`src/rtl/turn_signal_conditioner.sv`:
```
// Turn-switch conditioner: sync, debounce, step tick, tick-aligned requests.
// Feeds clean left/right/hazard requests to the tail-light sequencer.
module turn_signal_conditioner #(
  parameter int SYNC_STAGES     = 2,
  parameter int DEBOUNCE_CYCLES = 16,
  parameter int TICK_DIV        = 4
) (
  input  logic clk,
  input  logic reset,
  input  logic left_sw,
  input  logic right_sw,
  output logic tick,
  output logic left,
  output logic right,
  output logic hazard,
  output logic req_chg
);

  localparam int CW = $clog2(DEBOUNCE_CYCLES) + 1;
  localparam int TW = (TICK_DIV > 1) ? $clog2(TICK_DIV) : 1;
  localparam logic [CW-1:0] CMAX = CW'(DEBOUNCE_CYCLES - 1);
  localparam logic [TW-1:0] TMAX = TW'(TICK_DIV - 1);

  logic [SYNC_STAGES-1:0] sync_l;
  logic [SYNC_STAGES-1:0] sync_r;
  logic           s_l;
  logic           s_r;
  logic           d_l;
  logic           d_r;
  logic [CW-1:0]  c_l;
  logic [CW-1:0]  c_r;
  logic           d_l_nxt;
  logic           d_r_nxt;
  logic [CW-1:0]  c_l_nxt;
  logic [CW-1:0]  c_r_nxt;
  logic [TW-1:0]  t;

  assign s_l = sync_l[SYNC_STAGES-1];
  assign s_r = sync_r[SYNC_STAGES-1];

  function automatic logic [CW:0] deb_next(
    input logic          s,
    input logic          d,
    input logic [CW-1:0] c
  );
    logic [CW:0] r;
    r = {d, {CW{1'b0}}};
    if (s != d) begin
      if (c == CMAX) r = {s, {CW{1'b0}}};
      else           r = {d, c + CW'(1)};
    end
    return r;
  endfunction

  // Shift raw switches through the synchronizer chains
  always_ff @(posedge clk) begin
    if (reset) begin
      sync_l <= '0;
      sync_r <= '0;
    end else begin
      sync_l <= {sync_l[SYNC_STAGES-2:0], left_sw};
      sync_r <= {sync_r[SYNC_STAGES-2:0], right_sw};
    end
  end

  // Next debounce state for both channels
  always_comb begin
    {d_l_nxt, c_l_nxt} = deb_next(s_l, d_l, c_l);
    {d_r_nxt, c_r_nxt} = deb_next(s_r, d_r, c_r);
  end

  // Debounce counters and debounced values
  always_ff @(posedge clk) begin
    if (reset) begin
      d_l <= 1'b0;
      d_r <= 1'b0;
      c_l <= '0;
      c_r <= '0;
    end else begin
      d_l <= d_l_nxt;
      d_r <= d_r_nxt;
      c_l <= c_l_nxt;
      c_r <= c_r_nxt;
    end
  end

  // Step tick: one cycle high every TICK_DIV cycles
  always_ff @(posedge clk) begin
    if (reset) begin
      t    <= '0;
      tick <= 1'b0;
    end else if (t == TMAX) begin
      t    <= '0;
      tick <= 1'b1;
    end else begin
      t    <= t + TW'(1);
      tick <= 1'b0;
    end
  end

  // Requests only move on tick edges, using pre-edge debounced values
  always_ff @(posedge clk) begin
    if (reset) begin
      left    <= 1'b0;
      right   <= 1'b0;
      hazard  <= 1'b0;
      req_chg <= 1'b0;
    end else if (tick) begin
      left    <= d_l;
      right   <= d_r;
      hazard  <= d_l & d_r;
      req_chg <= ({d_l, d_r} != {left, right});
    end else begin
      req_chg <= 1'b0;
    end
  end

endmodule
```
`config.mk`:
```
export PLATFORM = sky130hd
export DESIGN_NAME = turn_signal_conditioner
export DESIGN_NICKNAME = d
export VERILOG_FILES = /design/src/rtl/turn_signal_conditioner.sv
export SDC_FILE = /design/constraint.sdc
export NUM_CORES = 1
export LEC_CHECK = 0
export ABC_AREA = 1
export ABC_CLOCK_PERIOD_IN_PS = 1450
export CAP_MARGIN = 20
export CORE_MARGIN = 5
export CORE_UTILIZATION = 63
export CTS_BUF_LIST = sky130_fd_sc_hd__clkbuf_8
export CTS_CLUSTER_DIAMETER = 50
export CTS_CLUSTER_SIZE = 14
export DETAILED_ROUTE_END_ITERATION = 7
export DONT_BUFFER_PORTS = 1
export PLACE_DENSITY = 0.79
export SYNTH_ARGS = -nofsm -noshare
export SYNTH_HDL_FRONTEND = slang
export SYNTH_SLANG_ARGS = --single-unit
```
`constraint.sdc`:
```
create_clock -name clk -period 1.45 [get_ports clk]
set_input_delay 0.29 -clock clk [delete_from_list [all_inputs] [get_ports clk]]
set_output_delay 0.29 -clock clk [all_outputs]
set_load 0.05 [all_outputs]
```
**After elaboration in Yosys (flattened, before gate mapping)**

Cells that the tools add are included.

- Bits in registers: 23
- Bits in latches: 0
- RAM bits: 0
- ROM bits: 0
- Bits of input ports: 4
- Memories kept: 0

- $add $sub $neg: 3
- Multiply operators: 0
- Div/mod/pow operators: 0
- Order comparisons: 0
- Equality and inequality tests: 6
- Shifts and indexed selects: 0
- Mux-type cells: 1
- Bitwise gates (word level): 4
- Reductions and logical operators: 6

Operator list:

| operator | count |
|---|---|
| $add A5 B1 Y5 const B | 2 |
| $eq A5 B4 Y1 const B | 2 |
| $reduce_or A3 Y1 | 2 |
| $reduce_and A2 Y1 | 2 |
| $reduce_or A2 Y1 | 2 |
| $not A1 Y1 | 3 |
| $add A2 B1 Y2 const B | 1 |
| $eq A2 B2 Y1 const B | 1 |
| $ne A1 B1 Y1 | 2 |
| $ne A2 B2 Y1 | 1 |
| $and A1 B1 Y1 | 1 |
| $mux W1 | 1 |

**Longest topological paths before layout**

Gate-level depths: netlist (run 1).

- Word-level depth: 3
- Gate-level depth with buffers: 7
- Depth with buffers taken out: 7

**Least setup slack after synthesis (run 1)**

OpenSTA, ideal clock, no wires.

- Kind: register to register
- Start point: reg c_l[0]
- End point: reg c_l[3]
- Setup time: 66 ps
- Arrival: 1156 ps
- Required time: 1384 ps
- Setup slack: 228 ps
- Stages on the path, launching flop included: 8
- Path buffers: 0
- Cell sequence: dfxtp_1 ha_1 nand2_1 nor2_1 ha_1 nor2_1 nand3_2 a21oi_2

- Longest elaborated chain between the ends: 2
- Elaborated cells between the ends (all ways): 3
- Classes of those cells: add/sub: 1; eq/ne: 1; reduce/logical: 1

RTL lines:

| item | line | source |
|---|---|---|
| from (decl) | 30 | `logic [CW-1:0] c_l;` |
| from (signal assigned) | 82 | `c_l <= c_l_nxt;` |
| branches (longest 2 deep; another with $add A5 B1 Y5) | n/a |  |

Several ways; the timed one is not identified.
A chain may end at the register's enable or synchronous reset.

**Final worst setup path (run 1)**

Same ends and word-level chain as after synthesis.

==> metrics list, run 1 <==
- Final Hold Vio Count: 0
- Buffers added to address setup during post-CTS repair amount to 0.
- The commonest cells after synthesis are sky130_fd_sc_hd__dfxtp_1, sky130_fd_sc_hd__inv_1, sky130_fd_sc_hd__nor2_1.
- In this run the worst path has a maximum fanout of 5.
- For this run, asynchronously set or reset flops after synthesis account for 0%.
- Area overhead of the layout relative to synthesis: 9.78%
- Half-perimeter wire length after detailed placement: 951 um
- Synth top area cells: sky130_fd_sc_hd__dfxtp_1, sky130_fd_sc_hd__inv_1, sky130_fd_sc_hd__nor2_1
- Summed over all failing endpoints, the final setup total negative slack is 0 ps.
* Transition time at the pin with the least slew margin: 514 ps
- Startpoint type of the worst setup path: register
- Post-route core utilization: 73.4%
* Ports: 9
* Register area share after synthesis: 52.9%
- Data arrival time at the worst-slack endpoint: 1510 ps
- Number of flops mapped to enable cells by yosys: 0
- Post-route minimum period: 1310 ps
* Number of flip-flops and latches in the synthesized netlist: 23
* Deepest clock path buffer count: 2
- In this run the clock root is driven by a sky130_fd_sc_hd__clkbuf_8.
* Routability congestion estimate: 0.710
- The floorplan step set the die height to 47.2 um.
- Antenna violations before repair: 0
- Maximum number of pins on one net before global-route repair: 14
- Slowest stage delay, CP: 340 ps
- The most common cell in the synthesized netlist is sky130_fd_sc_hd__dfxtp_1.
- For the final database, setup skew stands at 1.39 ps.
- Synthesized cell area: 870 um2
* DRC marker count from the first detailed-route iteration: 7
* Peak VDD IR: 607 uV
- Summed over all layers, the global routing overflow is 0.
- Total number of placement rows: 13
* Number of synthesis warnings: 0
- Part of the cycle the worst path needs: 90.5%
* Clock-pin slew reported for the worst setup and hold paths after clock tree synthesis: 80 ps
- Hold Crit Depth: 1
- The first global-routing pass estimated 2.29 mm of wire.
- Vias per inst: 4.81
- Fraction of final layout cells sized beyond drive strength 1: 11.7%
- In the synthesized netlist, the number of instances is 105.
- Dominant register cell in the synthesized netlist: sky130_fd_sc_hd__dfxtp_1
* Min-Delay Path Class: in -> reg
* Total track usage: 14.3%
- CP cell instances: ha_1 -> nand2_1 -> nor2_1 -> ha_1 -> nor2_2 -> nand3_2 -> a21oi_2
- The detail route stage leaves a number of antenna-violating nets equal to 0.
- Total of buffers placed on input and output ports: 0
- Among all stages on the critical path, the largest delay is contributed by sky130_fd_sc_hd__dfxtp_1.
- Static leakage: 0.381 nW
- For the worst flop-to-flop path, the logic depth is 7.
- The worst register-to-register path has a setup slack of 140 ps.
* Post-route DRC: 0
- Ant diodes: 0
- Type of element capturing the critical path: register
- In this run the tightest slew margin relative to its limit is 65.7%.
- # H-tree levels: 1
- Library cells used by synthesis: 18
* CTS Sinks: 23
- Buffers inserted during clock tree synthesis total 3.
* # Max-Cap Violations: 0
- The number of gates resized after CTS was 0.
- The biggest area contributor in the post-synthesis netlist is sky130_fd_sc_hd__dfxtp_1.
- Dividing total power by cell area gives a power density of 1130 nW/um2.
- Via count of the first global-routing pass: 585
- Core Region: 1300 um2
- The critical path is of the reg -> reg type.
- In the final design database the tool counted 121 nets.
* First-pass detailed-route iteration total: 4
* Insertion delay of the later-clocked pin in the worst-skew pair: 250 ps
* Setup repair after global routing missed its margin: no
- Result of the run: finished, final reports clean
* Endpoint required time on the critical path: 1650 ps
- Starting density of the core: 66.8%
- Wires add up to 1.26 mm.
- CTS tree: yes
* Most Frequent Cell on Critical Path: sky130_fd_sc_hd__ha_1
- Die width: 47.2 um
* # setup viols final: 0
* Area share of the leading cell type in the synthesized netlist: 52.9%
- In this run the mean area of a mapped cell was 8.28 um2.
* Total die area: 2220 um2
- The final number of max-transition violations came to 0.
* Total number of vias: 606
* Average wire length per cell after detail routing: 9.98 um
- Nets in the synthesized netlist: 114
- Static timing analysis puts the maximum clock frequency at 762 MHz.
- In this run, post-CTS hold repair placed 0 buffers.
-- layout make-up --
class | instances | area, um2
well taps | 15 | 18.8
flip-flops and latches | 23 | 460
multi-input cells | 62 | 335
fillers | 110 | 347
repair buffers | 3 | 22.5
clock buffers | 3 | 41.3
clock inverters | 1 | 5.00
inverters | 19 | 71.3
-- metrics by stage --
| stage | instances | total power, mW | setup WS [ps] | hold WS [ps] | area, um2 |
|---|---|---|---|---|---|
| final | 126 | 1.08 | 138 | 91.1 | 955 |
| after global routing | 126 | 1.13 | 18.1 | 77.6 | 955 |
| after CTS | 126 | 1.09 | 93.1 | 87.9 | 952 |
| after floorplan | 105 | 0.705 | 228 | 388 | 870 |
| after global placement | 122 | 0.709 | 179 | 363 | 906 |
| after detailed placement | 122 | 0.712 | 102 | 363 | 906 |
-- layer usage --
layer,vias to the layer above,global-route usage [%],wire [um]
met5,-,0,0
met4,0,4.97,6
met3,2,3.83,50
met2,8,24.1,554
met1,260,17.4,647
li1,336,-,-
-- logic make-up (layout without fill, tap and decap cells) --
logic type,count (synthesis),in the layout,share of synthesized area [%]
simple gates,44,44,21.6
flops,23,23,52.9
buf+inv,20,26,8.78
compound gates,11,11,7.48
fa+ha+maj,5,5,7.19
xor+xnor,2,2,2.01
-- worst max-delay path, delay by kind of cell, from the launching register on --
family                     cells  cell delay, ps
AOI/OAI and AO/OA              1             120
DFF                            1             340
adders and majority gates      2             430
and+or+nand+nor                4             360
-- registers in the layout (all words and copies together), names as in the netlist --
| register | cells |
|---|---|
| hazard | 1 |
| left | 1 |
| sync_r | 2 |
| tick | 1 |
| d_r | 1 |
| d_l | 1 |
| t | 2 |
| c_r | 5 |
| req_chg | 1 |
| sync_l | 2 |
| c_l | 5 |
| right | 1 |
-- path summary, 6_finish.rpt --
path	startpoint	end
worst max-delay path	c_l[0]	c_l[3]
worst min register to register	sync_r[0]	sync_r[1]
worst max register to register	c_l[0]	c_l[3]
worst min-delay path	reset	left
-- placed cells by master (no fill, tap or decap) --
cell type and instances:
sky130_fd_sc_hd__nand2_1 17, sky130_fd_sc_hd__xnor2_1 2, sky130_fd_sc_hd__nor3b_1 1, sky130_fd_sc_hd__nand3_2 1, sky130_fd_sc_hd__inv_1 18, sky130_fd_sc_hd__nand3_1 3, sky130_fd_sc_hd__buf_4 3, sky130_fd_sc_hd__a21oi_1 6
sky130_fd_sc_hd__clkbuf_8 3, sky130_fd_sc_hd__nand2_2 1, sky130_fd_sc_hd__nor3_1 1, sky130_fd_sc_hd__nor2_2 1, sky130_fd_sc_hd__inv_2 1, sky130_fd_sc_hd__dfxtp_1 23, sky130_fd_sc_hd__ha_1 5, sky130_fd_sc_hd__clkinv_2 1
sky130_fd_sc_hd__a21oi_2 2, sky130_fd_sc_hd__o21ai_0 2, sky130_fd_sc_hd__nand4_1 2, sky130_fd_sc_hd__nor2_1 17, sky130_fd_sc_hd__a211oi_1 1
-- report_power, final --
| part | switching (mW) | total (mW) | internal (mW) | leakage, nW |
|---|---|---|---|---|
| Clock | 0.188 | 0.379 | 0.191 | 0.0255 |
| Combinational | 0.0250 | 0.0413 | 0.0163 | 0.169 |
| Sequential | 0.00779 | 0.655 | 0.647 | 0.187 |
| Total | 0.221 | 1.08 | 0.855 | 0.381 |
Power figures use the tool's default switching activity.
==> run 2, diff against run 1 <==
Settings changed: GPL_TIMING_DRIVEN set to 0, SLEW_MARGIN set to 10.
==> run 2 against run 1 <==
Wire length decreased by 1.4%. Non-clock buffer count decreased by 2. Clock skew increased by 2.3 ps. Critical path depth unchanged. Clock-buffer cell count unchanged. Register-to-register slack got worse by 40 ps. Total power increased by 0.94%. Critical endpoint unchanged. Highest routed layer unchanged. Die area unchanged.
==> metrics list, run 2 (same netlist as run 1, synthesis figures left out) <==
- Peak Freq: 741 MHz (-2.8%)
* Post-route standard cell area excluding fillers: 951 um2 (-0.39%)
- Top flop regs: c_l: 5 flops, c_r: 5 flops
* Clock-pin slew reported for the worst setup and hold paths after clock tree synthesis: 80 ps (about the same)
- # H-tree levels: 1 (unchanged)
- Final net count: 119 (-1.7%)
- The via count of the first global-routing pass is 547 (-6.5%).
- The highest fanout seen on the critical path is 5 (unchanged).
* Post-route insts no fill: 124 (-1.6%)
- The clock net sink count came to 23 (unchanged).
- Endpoint required time on the critical path: 1650 ps (about the same)
- The clock insertion delay at the later pin of the skew report came to 260 ps (about the same).
* Number of CTS-inserted buffers: 3 (unchanged)
* Post-route minimum period: 1350 ps (+38.0 ps)
- CP cell instances: ha_1 -> nand2_1 -> nor2_1 -> ha_1 -> nor2_2 -> nand3_4 -> a21oi_2
- The number of maximum-capacitance violations was 0 (unchanged).
- The total setup buffers inserted after CTS is 0 (unchanged).
- The number of hold buffers added after cts came to 0 (unchanged).
* Transition time at the pin with the least slew margin: 652 ps (+138 ps)
- Die width: 47.2 um (unchanged)
* Routed wl met2: 566 um (+2.2%)
- P per Cell Area: 1140 nW/um2 (+1.3%)
- The sum of met3 wire segment lengths after detailed routing is 47 um (-6.0%).
- The antenna diode count was 0 (unchanged).
- Die height: 47.2 um (unchanged)
- The met1 wire length was 593 um (-8.3%).
* Total track usage: 14.7% (+0.47 points)
- The minimum hold slack is 127 ps (+35.6 ps).
* Most Frequent Cell on Critical Path: sky130_fd_sc_hd__ha_1
- Static leakage: 0.369 nW (-3.0%)
- Fraction of final layout cells sized beyond drive strength 1: 11.9% (+0.21 points)
* Total cell area at the placement stage: 888 um2 (-1.9%)
- Compared with the post-synthesis result, the final layout area differs by 9.35%.
* Type of element capturing the critical path: register
- Standard cell with the maximum stage delay on the critical path: sky130_fd_sc_hd__dfxtp_1
- In this run the top signal layer used is met4.
- The routed wire length is 1.24 mm (-1.4%).
- The placeable core region was 1300 um2 (unchanged).
* First-pass detailed-route iteration total: 4 (unchanged)
* Commonest cells after routing, fill and taps aside: sky130_fd_sc_hd__dfxtp_1, sky130_fd_sc_hd__inv_1, sky130_fd_sc_hd__nand2_1, sky130_fd_sc_hd__nor2_1
- Antenna violations before repair: 0 (unchanged)
- The largest buffer count on any clock path came to 2 (unchanged).
* Data arrival time at the worst-slack endpoint: 1550 ps (+40 ps)
* Total design power: 1.09 mW (+0.94%)
- The worst hold path belongs to the class in -> reg.
- The leftover overflow at the end of global routing was 0 (unchanged).
* Startpoint type of the worst setup path: register
- Ports: 9 (unchanged)
- Final count of pins violating max slew: 0 (unchanged)
- The overall die area is 2220 um2 (unchanged).
- Routability congestion estimate: 0.716 (+0.86%)
* Total number of placement rows: 13 (unchanged)
- Part of the cycle the worst path needs: 93.1% (+2.6 points)
- Starting density of the core: 66.8% (unchanged)
- Kind of critical path: reg -> reg
- The total number of vias came to 602 (-0.66%).
- Final Hold Vio Count: 0 (unchanged)
- The maximum vdd drop was 1060 uV (+74%).
* CP Buf/Inv Count: 0 (unchanged)
- The post-detailed-route DRC marker count is 0 (unchanged).
- Result of the run: finished, final reports clean
- DRC marker count from the first detailed-route iteration: 7 (unchanged)
- Kind of cell adding the most delay to the critical path: adder cells
- The final setup TNS was 0 ps (unchanged).
- The pin count of the biggest net entering global routing was 14 (unchanged).
- The count of port buffers added during placement was 0 (unchanged).
- Number of nets still failing antenna checks after routing: 0 (unchanged)
- The wire length of the first global-routing pass came to 2.26 mm (-1.5%).
* Max-slew headroom at the worst pin: 56.5% (-9.2 points)
- TritonCTS built the clock tree.
- Average wire length per cell after detail routing: 10.0 um (+0.16%)
* Half-perimeter wire length after detailed placement: 940 um (-1.2%)
- Worst Clk Skew: 3.73 ps (+2.34 ps)
- Leaving out fill and tap cells, the most frequent cell in the layout is sky130_fd_sc_hd__dfxtp_1.
- The total placed cells including tap cells is 120 (-1.6%).
* Vias per inst: 4.85 (+0.94%)
- The quantity of gates resized following cts came to 0 (unchanged).
- # setup viols final: 0 (unchanged)
- The critical path's largest stage delay came to 350 ps (about the same).
- Clock tree synthesis selected as its root buffer the cell sky130_fd_sc_hd__clkbuf_8.
run 2: cell count changes in the layout (fill, tap and decap cells not counted):
cell | before | now
sky130_fd_sc_hd__nor2_1 | 17 | 16
sky130_fd_sc_hd__buf_4 | 3 | 0
sky130_fd_sc_hd__nand3_4 | 0 | 1
sky130_fd_sc_hd__nor2_2 | 1 | 2
sky130_fd_sc_hd__a21oi_2 | 2 | 3
sky130_fd_sc_hd__nand3_2 | 1 | 0
sky130_fd_sc_hd__a21oi_1 | 6 | 5
sky130_fd_sc_hd__buf_2 | 0 | 1
run 2: report_power, final:
part / internal (mW) / total, mW / switching [mW]
registers: 0.647 / 0.665 / 0.0171
logic: 0.0151 / 0.0348 / 0.0197
clock network: 0.192 / 0.387 / 0.195
run 2: worst paths after layout:
check	from	end	slack, ps	cells after the start
setup reg to reg	c_l[0]	c_l[3]	100	7
hold reg to reg	sync_r[0]	sync_r[1]	410	2
hold / removal	right_sw	sync_r[0]	130	2
setup / recovery	c_l[0]	c_l[3]	100	7
run 2: layout make-up:
type,instances,area [um2]
Clock buffer,3,41.3
Clock inverter,1,5.00
Inverter,19,71.3
Fill cell,98,350
Multi-Input combinational cell,62,349
Sequential cell,23,460
Buffer,1,5.00
Tap cell,15,18.8
run 2: metrics by stage:
step           utilization (%)  setup slack (ps)
5_1_grt                   73.1             -18.0
6_report                  73.1              99.6
3_5_place_dp              68.3              96.0
4_1_cts                   71.8              76.4
2_1_floorplan                -               228
3_3_place_gp              68.3               143
run 2: per-layer routing:
metal | track usage (%) | vias to the layer above
li1 | - | 333
met1 | 18.8 | 257
met2 | 22.8 | 8
met3 | 3.45 | 4
met4 | 8.29 | 0
met5 | 0 | -
